===== config.mk =====
export PLATFORM = sky130hd
export DESIGN_NAME = id_stage_pipe
export DESIGN_NICKNAME = d
export VERILOG_FILES = /design/src/rtl/id_stage_pipe_pkg.sv /design/src/rtl/id_ctrl_decode.sv /design/src/rtl/id_stage_pipe.sv
export SDC_FILE = /design/constraint.sdc
export NUM_CORES = 1
export LEC_CHECK = 0
export ABC_CLOCK_PERIOD_IN_PS = 4720
export CAP_MARGIN = 20
export CORE_ASPECT_RATIO = 2
export CORE_MARGIN = 2
export CORE_UTILIZATION = 48
export CTS_CLUSTER_DIAMETER = 200
export DETAILED_ROUTE_END_ITERATION = 12
export PLACE_DENSITY = 0.88
export REMOVE_ABC_BUFFERS = 1
export SLEW_MARGIN = 20
export SYNTH_ARGS = -nofsm -noshare
export SYNTH_HDL_FRONTEND = slang
export SYNTH_HIERARCHICAL = 1
export SYNTH_SLANG_ARGS = --single-unit

===== constraint.sdc =====
create_clock -name clk -period 4.72 [get_ports clk]
set_input_delay 0.944 -clock clk [delete_from_list [all_inputs] [get_ports clk]]
set_output_delay 0.944 -clock clk [all_outputs]
set_load 0.02 [all_outputs]

===== src/rtl/id_stage_pipe_pkg.sv =====
// Shared decode constants for the ID stage: opcodes, ALU operation codes and
// the branch-condition classes produced by the control decoder.
package id_pkg;

   localparam logic [5:0] OP_NOP  = 6'd0;
   localparam logic [5:0] OP_ADD  = 6'd1;
   localparam logic [5:0] OP_SUB  = 6'd3;
   localparam logic [5:0] OP_ADDI = 6'd32;
   localparam logic [5:0] OP_LD   = 6'd36;
   localparam logic [5:0] OP_ST   = 6'd37;
   localparam logic [5:0] OP_BEZ  = 6'd40;
   localparam logic [5:0] OP_BNE  = 6'd41;
   localparam logic [5:0] OP_JMP  = 6'd42;

   localparam logic [3:0] ALU_NONE = 4'd0;
   localparam logic [3:0] ALU_ADD  = 4'd1;
   localparam logic [3:0] ALU_SUB  = 4'd2;

   typedef enum logic [1:0] {
      BR_NONE   = 2'd0,
      BR_EQZ    = 2'd1,
      BR_NE     = 2'd2,
      BR_ALWAYS = 2'd3
   } br_type_e;

endpackage


===== src/rtl/id_ctrl_decode.sv =====
// Purely combinational opcode-to-control decode. An invalid slot or an
// unrecognised opcode yields the all-quiet NOP control word.
module id_ctrl_decode
   import id_pkg::*;
(
   input  logic       valid_i,
   input  logic [5:0] opcode_i,
   output logic [3:0] alu_op_o,
   output logic       imm_sel_o,
   output logic       mem_read_o,
   output logic       mem_write_o,
   output logic       wb_en_o,
   output logic       uses_src2_o,
   output logic       rs2_from_dest_o,
   output logic [1:0] br_type_o
);

   // Opcode table; anything not listed stays a NOP.
   always_comb begin
      alu_op_o        = ALU_NONE;
      imm_sel_o       = 1'b0;
      mem_read_o      = 1'b0;
      mem_write_o     = 1'b0;
      wb_en_o         = 1'b0;
      uses_src2_o     = 1'b0;
      rs2_from_dest_o = 1'b0;
      br_type_o       = BR_NONE;
      if (valid_i) begin
         case (opcode_i)
            OP_ADD:  begin alu_op_o = ALU_ADD; wb_en_o = 1'b1; uses_src2_o = 1'b1; end
            OP_SUB:  begin alu_op_o = ALU_SUB; wb_en_o = 1'b1; uses_src2_o = 1'b1; end
            OP_ADDI: begin alu_op_o = ALU_ADD; imm_sel_o = 1'b1; wb_en_o = 1'b1; end
            OP_LD:   begin alu_op_o = ALU_ADD; imm_sel_o = 1'b1; mem_read_o = 1'b1; wb_en_o = 1'b1; end
            OP_ST:   begin
               alu_op_o        = ALU_ADD;
               imm_sel_o       = 1'b1;
               mem_write_o     = 1'b1;
               uses_src2_o     = 1'b1;
               rs2_from_dest_o = 1'b1;
            end
            OP_BEZ:  br_type_o = BR_EQZ;
            OP_BNE:  begin br_type_o = BR_NE; uses_src2_o = 1'b1; rs2_from_dest_o = 1'b1; end
            OP_JMP:  br_type_o = BR_ALWAYS;
            default: ;
         endcase
      end
   end

endmodule


===== src/rtl/id_stage_pipe.sv =====
// Decode stage with ID/EX register: operand selection, branch resolution,
// load-use interlock, wrong-path squash, downstream hold and a saturating
// stall counter.
module id_stage_pipe
   import id_pkg::*;
#(
   parameter int DATA_W = 32,
   parameter int REG_AW = 5,
   parameter int CNT_W  = 16
) (
   input  logic              clk,
   input  logic              rst,
   input  logic              instr_valid,
   input  logic [31:0]       instruction,
   input  logic [DATA_W-1:0] pc_plus4,
   input  logic [DATA_W-1:0] rf_rd1_data,
   input  logic [DATA_W-1:0] rf_rd2_data,
   input  logic              ex_hold,
   output logic [REG_AW-1:0] rf_rs1_addr,
   output logic [REG_AW-1:0] rf_rs2_addr,
   output logic              stall,
   output logic              branch_taken,
   output logic [DATA_W-1:0] branch_target,
   output logic              ex_valid,
   output logic              ex_mem_read,
   output logic              ex_mem_write,
   output logic              ex_wb_en,
   output logic              ex_imm_sel,
   output logic [3:0]        ex_alu_op,
   output logic [DATA_W-1:0] ex_val1,
   output logic [DATA_W-1:0] ex_val2,
   output logic [DATA_W-1:0] ex_st_data,
   output logic [REG_AW-1:0] ex_dest,
   output logic [REG_AW-1:0] ex_src1,
   output logic [REG_AW-1:0] ex_src2_fwd,
   output logic [CNT_W-1:0]  stall_count
);

   logic [3:0]        alu_op;
   logic              imm_sel, mem_read, mem_write, wb_en, uses_src2, rs2_from_dest;
   logic [1:0]        br_type_raw;
   br_type_e          br_type;
   logic [REG_AW-1:0] rs1, rs2, dest;
   logic [DATA_W-1:0] imm_ext;
   logic              load_use, br_cond, bubble;

   logic              ex_valid_q, ex_valid_d, ex_mem_read_q, ex_mem_read_d;
   logic              ex_mem_write_q, ex_mem_write_d, ex_wb_en_q, ex_wb_en_d;
   logic              ex_imm_sel_q, ex_imm_sel_d, squash_q, squash_d;
   logic [3:0]        ex_alu_op_q, ex_alu_op_d;
   logic [DATA_W-1:0] ex_val1_q, ex_val1_d, ex_val2_q, ex_val2_d, ex_st_data_q, ex_st_data_d;
   logic [REG_AW-1:0] ex_dest_q, ex_dest_d, ex_src1_q, ex_src1_d, ex_src2_fwd_q, ex_src2_fwd_d;
   logic [CNT_W-1:0]  stall_count_q, stall_count_d;

   id_ctrl_decode u_ctrl_decode (
      .valid_i         (instr_valid),
      .opcode_i        (instruction[31:26]),
      .alu_op_o        (alu_op),
      .imm_sel_o       (imm_sel),
      .mem_read_o      (mem_read),
      .mem_write_o     (mem_write),
      .wb_en_o         (wb_en),
      .uses_src2_o     (uses_src2),
      .rs2_from_dest_o (rs2_from_dest),
      .br_type_o       (br_type_raw)
   );

   assign br_type = br_type_e'(br_type_raw);
   assign rs1     = REG_AW'(instruction[20:16]);
   assign dest    = REG_AW'(instruction[25:21]);
   assign rs2     = rs2_from_dest ? REG_AW'(instruction[25:21]) : REG_AW'(instruction[15:11]);
   assign imm_ext = {{(DATA_W-16){instruction[15]}}, instruction[15:0]};

   // Hazard, branch resolution and stall; hold and squash take precedence.
   always_comb begin
      load_use = instr_valid & ex_valid_q & ex_mem_read_q & (ex_dest_q != '0) &
                 ((ex_dest_q == rs1) | (uses_src2 & (ex_dest_q == rs2)));
      case (br_type)
         BR_EQZ:    br_cond = (rf_rd1_data == '0);
         BR_NE:     br_cond = (rf_rd1_data != rf_rd2_data);
         BR_ALWAYS: br_cond = 1'b1;
         default:   br_cond = 1'b0;
      endcase
      branch_taken = ~ex_hold & ~squash_q & ~load_use & br_cond;
      stall        = ex_hold | (~squash_q & load_use);
      bubble       = squash_q | load_use;
   end

   // ID/EX next state: frozen under hold, otherwise decoded (or bubbled).
   always_comb begin
      ex_valid_d     = ex_valid_q;
      ex_mem_read_d  = ex_mem_read_q;
      ex_mem_write_d = ex_mem_write_q;
      ex_wb_en_d     = ex_wb_en_q;
      ex_imm_sel_d   = ex_imm_sel_q;
      ex_alu_op_d    = ex_alu_op_q;
      ex_val1_d      = ex_val1_q;
      ex_val2_d      = ex_val2_q;
      ex_st_data_d   = ex_st_data_q;
      ex_dest_d      = ex_dest_q;
      ex_src1_d      = ex_src1_q;
      ex_src2_fwd_d  = ex_src2_fwd_q;
      squash_d       = squash_q;
      if (!ex_hold) begin
         // Any squash is consumed here; branch_taken is already 0 while squashing.
         squash_d       = branch_taken;
         ex_valid_d     = instr_valid & ~bubble;
         ex_mem_read_d  = mem_read & ~bubble;
         ex_mem_write_d = mem_write & ~bubble;
         ex_wb_en_d     = wb_en & ~bubble;
         ex_imm_sel_d   = imm_sel;
         ex_alu_op_d    = alu_op;
         ex_val1_d      = rf_rd1_data;
         ex_val2_d      = imm_sel ? imm_ext : rf_rd2_data;
         ex_st_data_d   = rf_rd2_data;
         ex_dest_d      = dest;
         ex_src1_d      = rs1;
         // Stores still need their data register forwarded.
         ex_src2_fwd_d  = (imm_sel & ~mem_write) ? '0 : rs2;
      end
      stall_count_d = (stall && (stall_count_q != {CNT_W{1'b1}})) ? stall_count_q + 1'b1 : stall_count_q;
   end

   // State registers with synchronous reset.
   always_ff @(posedge clk) begin
      if (rst) begin
         ex_valid_q     <= 1'b0;
         ex_mem_read_q  <= 1'b0;
         ex_mem_write_q <= 1'b0;
         ex_wb_en_q     <= 1'b0;
         ex_imm_sel_q   <= 1'b0;
         ex_alu_op_q    <= '0;
         ex_val1_q      <= '0;
         ex_val2_q      <= '0;
         ex_st_data_q   <= '0;
         ex_dest_q      <= '0;
         ex_src1_q      <= '0;
         ex_src2_fwd_q  <= '0;
         squash_q       <= 1'b0;
         stall_count_q  <= '0;
      end else begin
         ex_valid_q     <= ex_valid_d;
         ex_mem_read_q  <= ex_mem_read_d;
         ex_mem_write_q <= ex_mem_write_d;
         ex_wb_en_q     <= ex_wb_en_d;
         ex_imm_sel_q   <= ex_imm_sel_d;
         ex_alu_op_q    <= ex_alu_op_d;
         ex_val1_q      <= ex_val1_d;
         ex_val2_q      <= ex_val2_d;
         ex_st_data_q   <= ex_st_data_d;
         ex_dest_q      <= ex_dest_d;
         ex_src1_q      <= ex_src1_d;
         ex_src2_fwd_q  <= ex_src2_fwd_d;
         squash_q       <= squash_d;
         stall_count_q  <= stall_count_d;
      end
   end

   assign rf_rs1_addr   = rs1;
   assign rf_rs2_addr   = rs2;
   assign branch_target = pc_plus4 + (imm_ext << 2);
   assign ex_valid      = ex_valid_q;
   assign ex_mem_read   = ex_mem_read_q;
   assign ex_mem_write  = ex_mem_write_q;
   assign ex_wb_en      = ex_wb_en_q;
   assign ex_imm_sel    = ex_imm_sel_q;
   assign ex_alu_op     = ex_alu_op_q;
   assign ex_val1       = ex_val1_q;
   assign ex_val2       = ex_val2_q;
   assign ex_st_data    = ex_st_data_q;
   assign ex_dest       = ex_dest_q;
   assign ex_src1       = ex_src1_q;
   assign ex_src2_fwd   = ex_src2_fwd_q;
   assign stall_count   = stall_count_q;

endmodule


---- Word-level counts from Yosys, hierarchy flattened ----
Index checks and enable logic that the tools add are counted.
storage, ports and cells
  memories ................................ 0
  latch bits .............................. 0
  bits of input ports ..................... 132
  ROM bits ................................ 0
  output and inout bits ................... 180
  bits in registers ....................... 137
  RAM bits ................................ 0
  logic and storage cells ................. 81
operators by class
  div/mod/pow operators ................... 0
  $mul .................................... 0
  reduce and logical (&&, ||, !) cells .... 8
  order comparisons ....................... 0
  muxes and demuxes ....................... 20
  eq/ne operators ......................... 15
  shift operators ......................... 0
  $add $sub $neg .......................... 2
  bitwise logic cells ..................... 22
operator list
  operator                                                         count
  6-bit == test, second input constant                             6
  32-bit adder                                                     1
  32-bit logical NOT                                               1
  32-bit 2-to-1 mux                                                1
  32-bit inequality test                                           1
  16-bit by 1-bit adder with 16-bit output, second input constant  1
  16-bit inequality test, second input constant                    1
  1-bit bitwise AND                                                14
  1-bit 2-to-1 mux                                                 12
  4-bit OR reduction                                               3
  5-bit == test                                                    2
  5-bit 2-to-1 mux                                                 2
  6-bit by 1-bit == test with 1-bit output, second input constant  1
  6-bit by 2-bit == test with 1-bit output, second input constant  1
  2-bit one-hot mux with 3 select lines                            1
  1-bit inverter                                                   5
  5-bit nonzero test                                               1
  2-bit == test, second input constant                             2
  4-bit 2-to-1 mux                                                 1
  2-bit one-hot mux with 2 select lines                            1
  1-bit OR                                                         3
  1-bit one-hot mux with 3 select lines                            1
  3-bit OR reduction                                               1
  2-bit by 1-bit == test with 1-bit output, second input constant  1
  3 further kinds                                                  3

---- Logic depth before layout (Yosys ltp) ----
  word-level depth ........................ 12
  mapped depth ............................ 11

---- By module ----
The synthesis kept the hierarchy.
by module, submodules not included
  module          cells each  times used  area each (um^2)  seq. area each (um^2)
  id_stage_pipe   874         1           7542.2            2742.6
  id_ctrl_decode  29          1           209.0             0.0

---- Worst setup path before layout ----
OpenSTA, ideal clock, no wires.
  kind .................................... input-to-output
  start ................................... input port instruction[0]
  end ..................................... output port branch_target[18]
  data arrival time ....................... 3311 ps
  stages .................................. 9
  required time ........................... 3776 ps
  setup slack ............................. 465 ps
  path through ............................ ha_1 inv_1 fa_1 nor2b_1 o31a_1 o311ai_1 o211ai_1 a21o_1 o311ai_0
between the ends
  longest elaborated chain between the ends .. 1
ends and longest elaborated chain
  element          line                  RTL
  start, declared  id_stage_pipe.sv:14   input logic [31:0] instruction,
  32-bit adder     id_stage_pipe.sv:161  assign branch_target = pc_plus4 + (imm_ext << 2);
  end, declared    id_stage_pipe.sv:23   output logic [DATA_W-1:0] branch_target,
No other way between the ends.

---- Final worst setup path ----
  start ................................... input port instruction[27]
  end ..................................... output port branch_taken
between the ends
  longest elaborated chain between the ends .. 12
ends and longest elaborated chain
  element                           line                  RTL
  6-bit == test                     id_ctrl_decode.sv:29  case (opcode_i)
  2-bit OR reduction (no line) *    -
  1-bit 2-to-1 mux *                id_ctrl_decode.sv:29
  1-bit 2-to-1 mux *                id_ctrl_decode.sv:28  if (valid_i) begin
  via rs2_from_dest                 id_stage_pipe.sv:40   logic imm_sel, mem_read, mem_write, wb_en, uses_src2, rs2_from_dest;
  5-bit 2-to-1 mux *                id_stage_pipe.sv:71   assign rs2 = rs2_from_dest ? REG_AW'(instruction[25:21]) : REG_AW'(instruction[15:11]);
  5-bit == test *                   id_stage_pipe.sv:77   ((ex_dest_q == rs1) | (uses_src2 & (ex_dest_q == rs2)));
  1-bit bitwise AND *               id_stage_pipe.sv:77
  1-bit OR *                        id_stage_pipe.sv:77
  1-bit bitwise AND *               id_stage_pipe.sv:76   load_use = instr_valid & ex_valid_q & ex_mem_read_q & (ex_dest_q != '0) &
  1-bit inverter *                  id_stage_pipe.sv:84   branch_taken = ~ex_hold & ~squash_q & ~load_use & br_cond;
  1-bit bitwise AND * (2 in a row)  id_stage_pipe.sv:84
  end, declared                     id_stage_pipe.sv:22   output logic branch_taken,
The timed path passes the listed nets; every way through them passes the cells marked *.

==> reports/metrics.cfg <==
[worst_setup_path]
critical_path_required_ns=3.78
cp-start-kind=primary input
cp_top_family=buffers and inverters
cp_cell_sequence=clkdlybuf4s50_1 > and2b_2 > nand2_1 > nor2_1 > buf_4 > mux2_2 > xnor2_1 > nand4_1 > o21ai_2 > a211oi_2 > buf_4 > o211ai_1 > inv_1 > clkdlybuf4s15_2
path_buf_inv=5
slowest_delay_ns=0.44
cp_slowest_cell=clkdlybuf4s50_1
cp_max_fo=5
crit_type=primary input to primary output
arrival_ns=3.72
crit_top_cell=buf_4
cp-end-kind=primary output

[timing]
skew_ns=0.0110
period_share_pct=98.9
fin_ws_ns=0.0510
tns_ns=0
slew_viol_final=0
hold_viol=0
relSlewSlack_pct=35.0
setup_viol=0
fmax_mhz=214
worstMarginPinSlew_ns=0.975
min_period_ns=4.67
rsz0062_at_grt=true

[floorplan]
die_y_um=184
dieWidth_um=93.9
rows=65
coreArea_mm2=0.0158
initial_core_util_pct=49.1
die_area_mm2=0.0172
ios=312

[routing]
vias_per_cell=5.66
ant_nets=0
dr_total_vias=8491
finalWirelength_mm=29.4
drcViolationCount=0
routedWlPerCell_um=19.6
drt_first_pass_iters=5
initialDrtViolationCount=377

[cts]
path_clk_slew_ns=0.06
htreeDepth=4
cts_buffers=17
root_buffer=clkbuf_16
postCtsHoldBufs=0
clockBufferDepth=2
clock_sinks=137
tritoncts=built
worst_skew_pair.late_latency_ns=0.42

[yosys]
ys_async_sr_fraction_pct=0
synthDominantCellAreaShare_pct=35.4
synthTopCellsByArea=dfxtp_1 (35%), mux2i_1 (12%), nor2_1 (8.5%)
synth_edf_count=0
synth-main-ff-cell=dfxtp_1
synth_seq_cells=137
ys_seq_area_share_pct=35.4
syn_area_per_cell_um2=8.58
synth_top_area_cell=dfxtp_1
yosysUniqueCellTypes=67
syn-cell-area_mm2=0.00775
yosysWarnings=6
synthCells=903

[outcome]
status=complete, no violations

[power_and_ir_drop]
power_density_mw_per_mm2=307
peakVddDrop_uv=252
power_leakage_nw=5.21

[cells_and_area]
mostFrequentLayoutCells=clkdlybuf4s50_1 (282), nor2_1 (174), dfxtp_1 (137)
fin_nets=1447
finalNonFillerCells=1501
final_core_util_pct=78.0
drive_above_1_share_pct=15.0
area_growth_pct=58.8
final_common_cell=clkdlybuf4s50_1

[placement]
placedCellCount=1465
pre_cts_ws_ns=-0.473
gp_congestion=0.910
io_buffers=307
dpl.hpwl_mm=22.6

[grt]
grt_pass1_vias=8881
grt_antenna_before_repair=3
grt.total_usage_pct=33.3
overflow=0
grt_pass1_wl_mm=44.5
grt_max_degree=71

[hold_path]
holdCritPathClass=flop to flop

[job]
cap_viol_max_count=0

==> area by class of cell <==
class	count	area, µm²
multi-input combinational	693	4750
clock inverter	10	164
clock buffer	22	484
sequential	137	2740
timing repair buffer	416	3830
tap	201	251
fill	1024	3470
antenna	3	7.51
inverter	19	71.3
==> final timing paths <==
| check | from | to | slack (ns) | cells after the start |
|---|---|---|---|---|
| worst max-delay path | instruction[27] | branch_taken | 0.05 | 14 |
| worst min-delay path | ex_val2[7] | ex_val2[7] | 0.49 | 2 |
| worst max register to register | ex_dest[0] | stall_count[13] | 2.26 | 8 |
| worst min register to register | ex_val2[7] | ex_val2[7] | 0.49 | 2 |
==> timing repair <==
action	4_1_cts	5_1_grt
pin swaps	0	8
setup buffers	0	1
endpoints found under the setup margin	21	17
gates resized for setup	45	35
==> tightest hold or removal path, delay by kind of cell (launching register included) <==
kind             cells  cell delay, ns
flip-flops           1            0.32
AND/OR/NAND/NOR      1            0.07
AO/OA/AOI/OAI        1            0.06
==> cell families after synthesis <==
logic type	Yosys count	share of synthesized area [%]
other	1	0.0484
XOR/XNOR	73	8.25
flip-flops	137	35.4
AO/OA/AOI/OAI	155	12.5
adder cells (fa/ha/maj)	31	5.10
multiplexers	107	14.0
buffers and inverters	74	4.47
AND/OR/NAND/NOR	325	20.2
==> sequential cells by signal, summed over array words and instances (netlist names) <==
| signal | flops |
|---|---|
| ex_st_data | 32 |
| ex_val1 | 32 |
| ex_val2 | 32 |
| stall_count | 16 |
| ex_dest | 5 |
| ex_src1 | 5 |
| ex_src2_fwd | 5 |
| ex_alu_op | 4 |
| ex_imm_sel | 1 |
| ex_mem_read | 1 |
| ex_mem_write | 1 |
| ex_valid | 1 |
| ex_wb_en | 1 |
| squash_q | 1 |
==> per-stage QoR <==
stage	total power (W)	instance area [µm²]	hold slack, ns
after floorplan	0.00174	7480	0.450
after global placement	0.00233	11600	0.467
after detailed placement	0.00235	11600	0.478
after CTS	0.00378	12300	0.492
after global routing	0.00391	12300	0.511
final	0.00378	12300	0.486
==> report_power, final <==
part / internal, W / switching [W]
clock network: 0.000942 / 0.000514
registers: 0.00122 / 0.0000365
logic: 0.000515 / 0.000560
==> synth_stat cells, types with 3 or more instances <==
cell      instances
xnor2_1          30
o21ai_0          14
a31oi_1           3
buf_1            10
nor2_1          175
mux2_2           10
a21oi_1          72
a211oi_1          5
nor3_1           14
or3_1             3
dfxtp_1         137
a22oi_1           9
mux2i_1          96
o31a_1            3
a21boi_0          3
inv_1            19
and3_1            7
xor2_1           43
a21o_1           13
nand4_1          12
and4_1            4
buf_4             9
o211ai_1          5
nand2b_1         21
nor4_1           16
o21a_1            6
nor3b_1           3
clkbuf_1         32
nor2b_1          11
ha_1             30
nand3_1          17
nand2_1          23
==> routing by layer <==
layer  part of all wire (%)  global-route usage [%]  vias up
li1                       -                       -     3935
met1                     32                    30.0     4011
met2                     53                    61.4      393
met3                    6.4                    7.30      152
met4                    8.8                    26.7        0
met5                      0                       0        -
(Power assumes the default switching activity.)
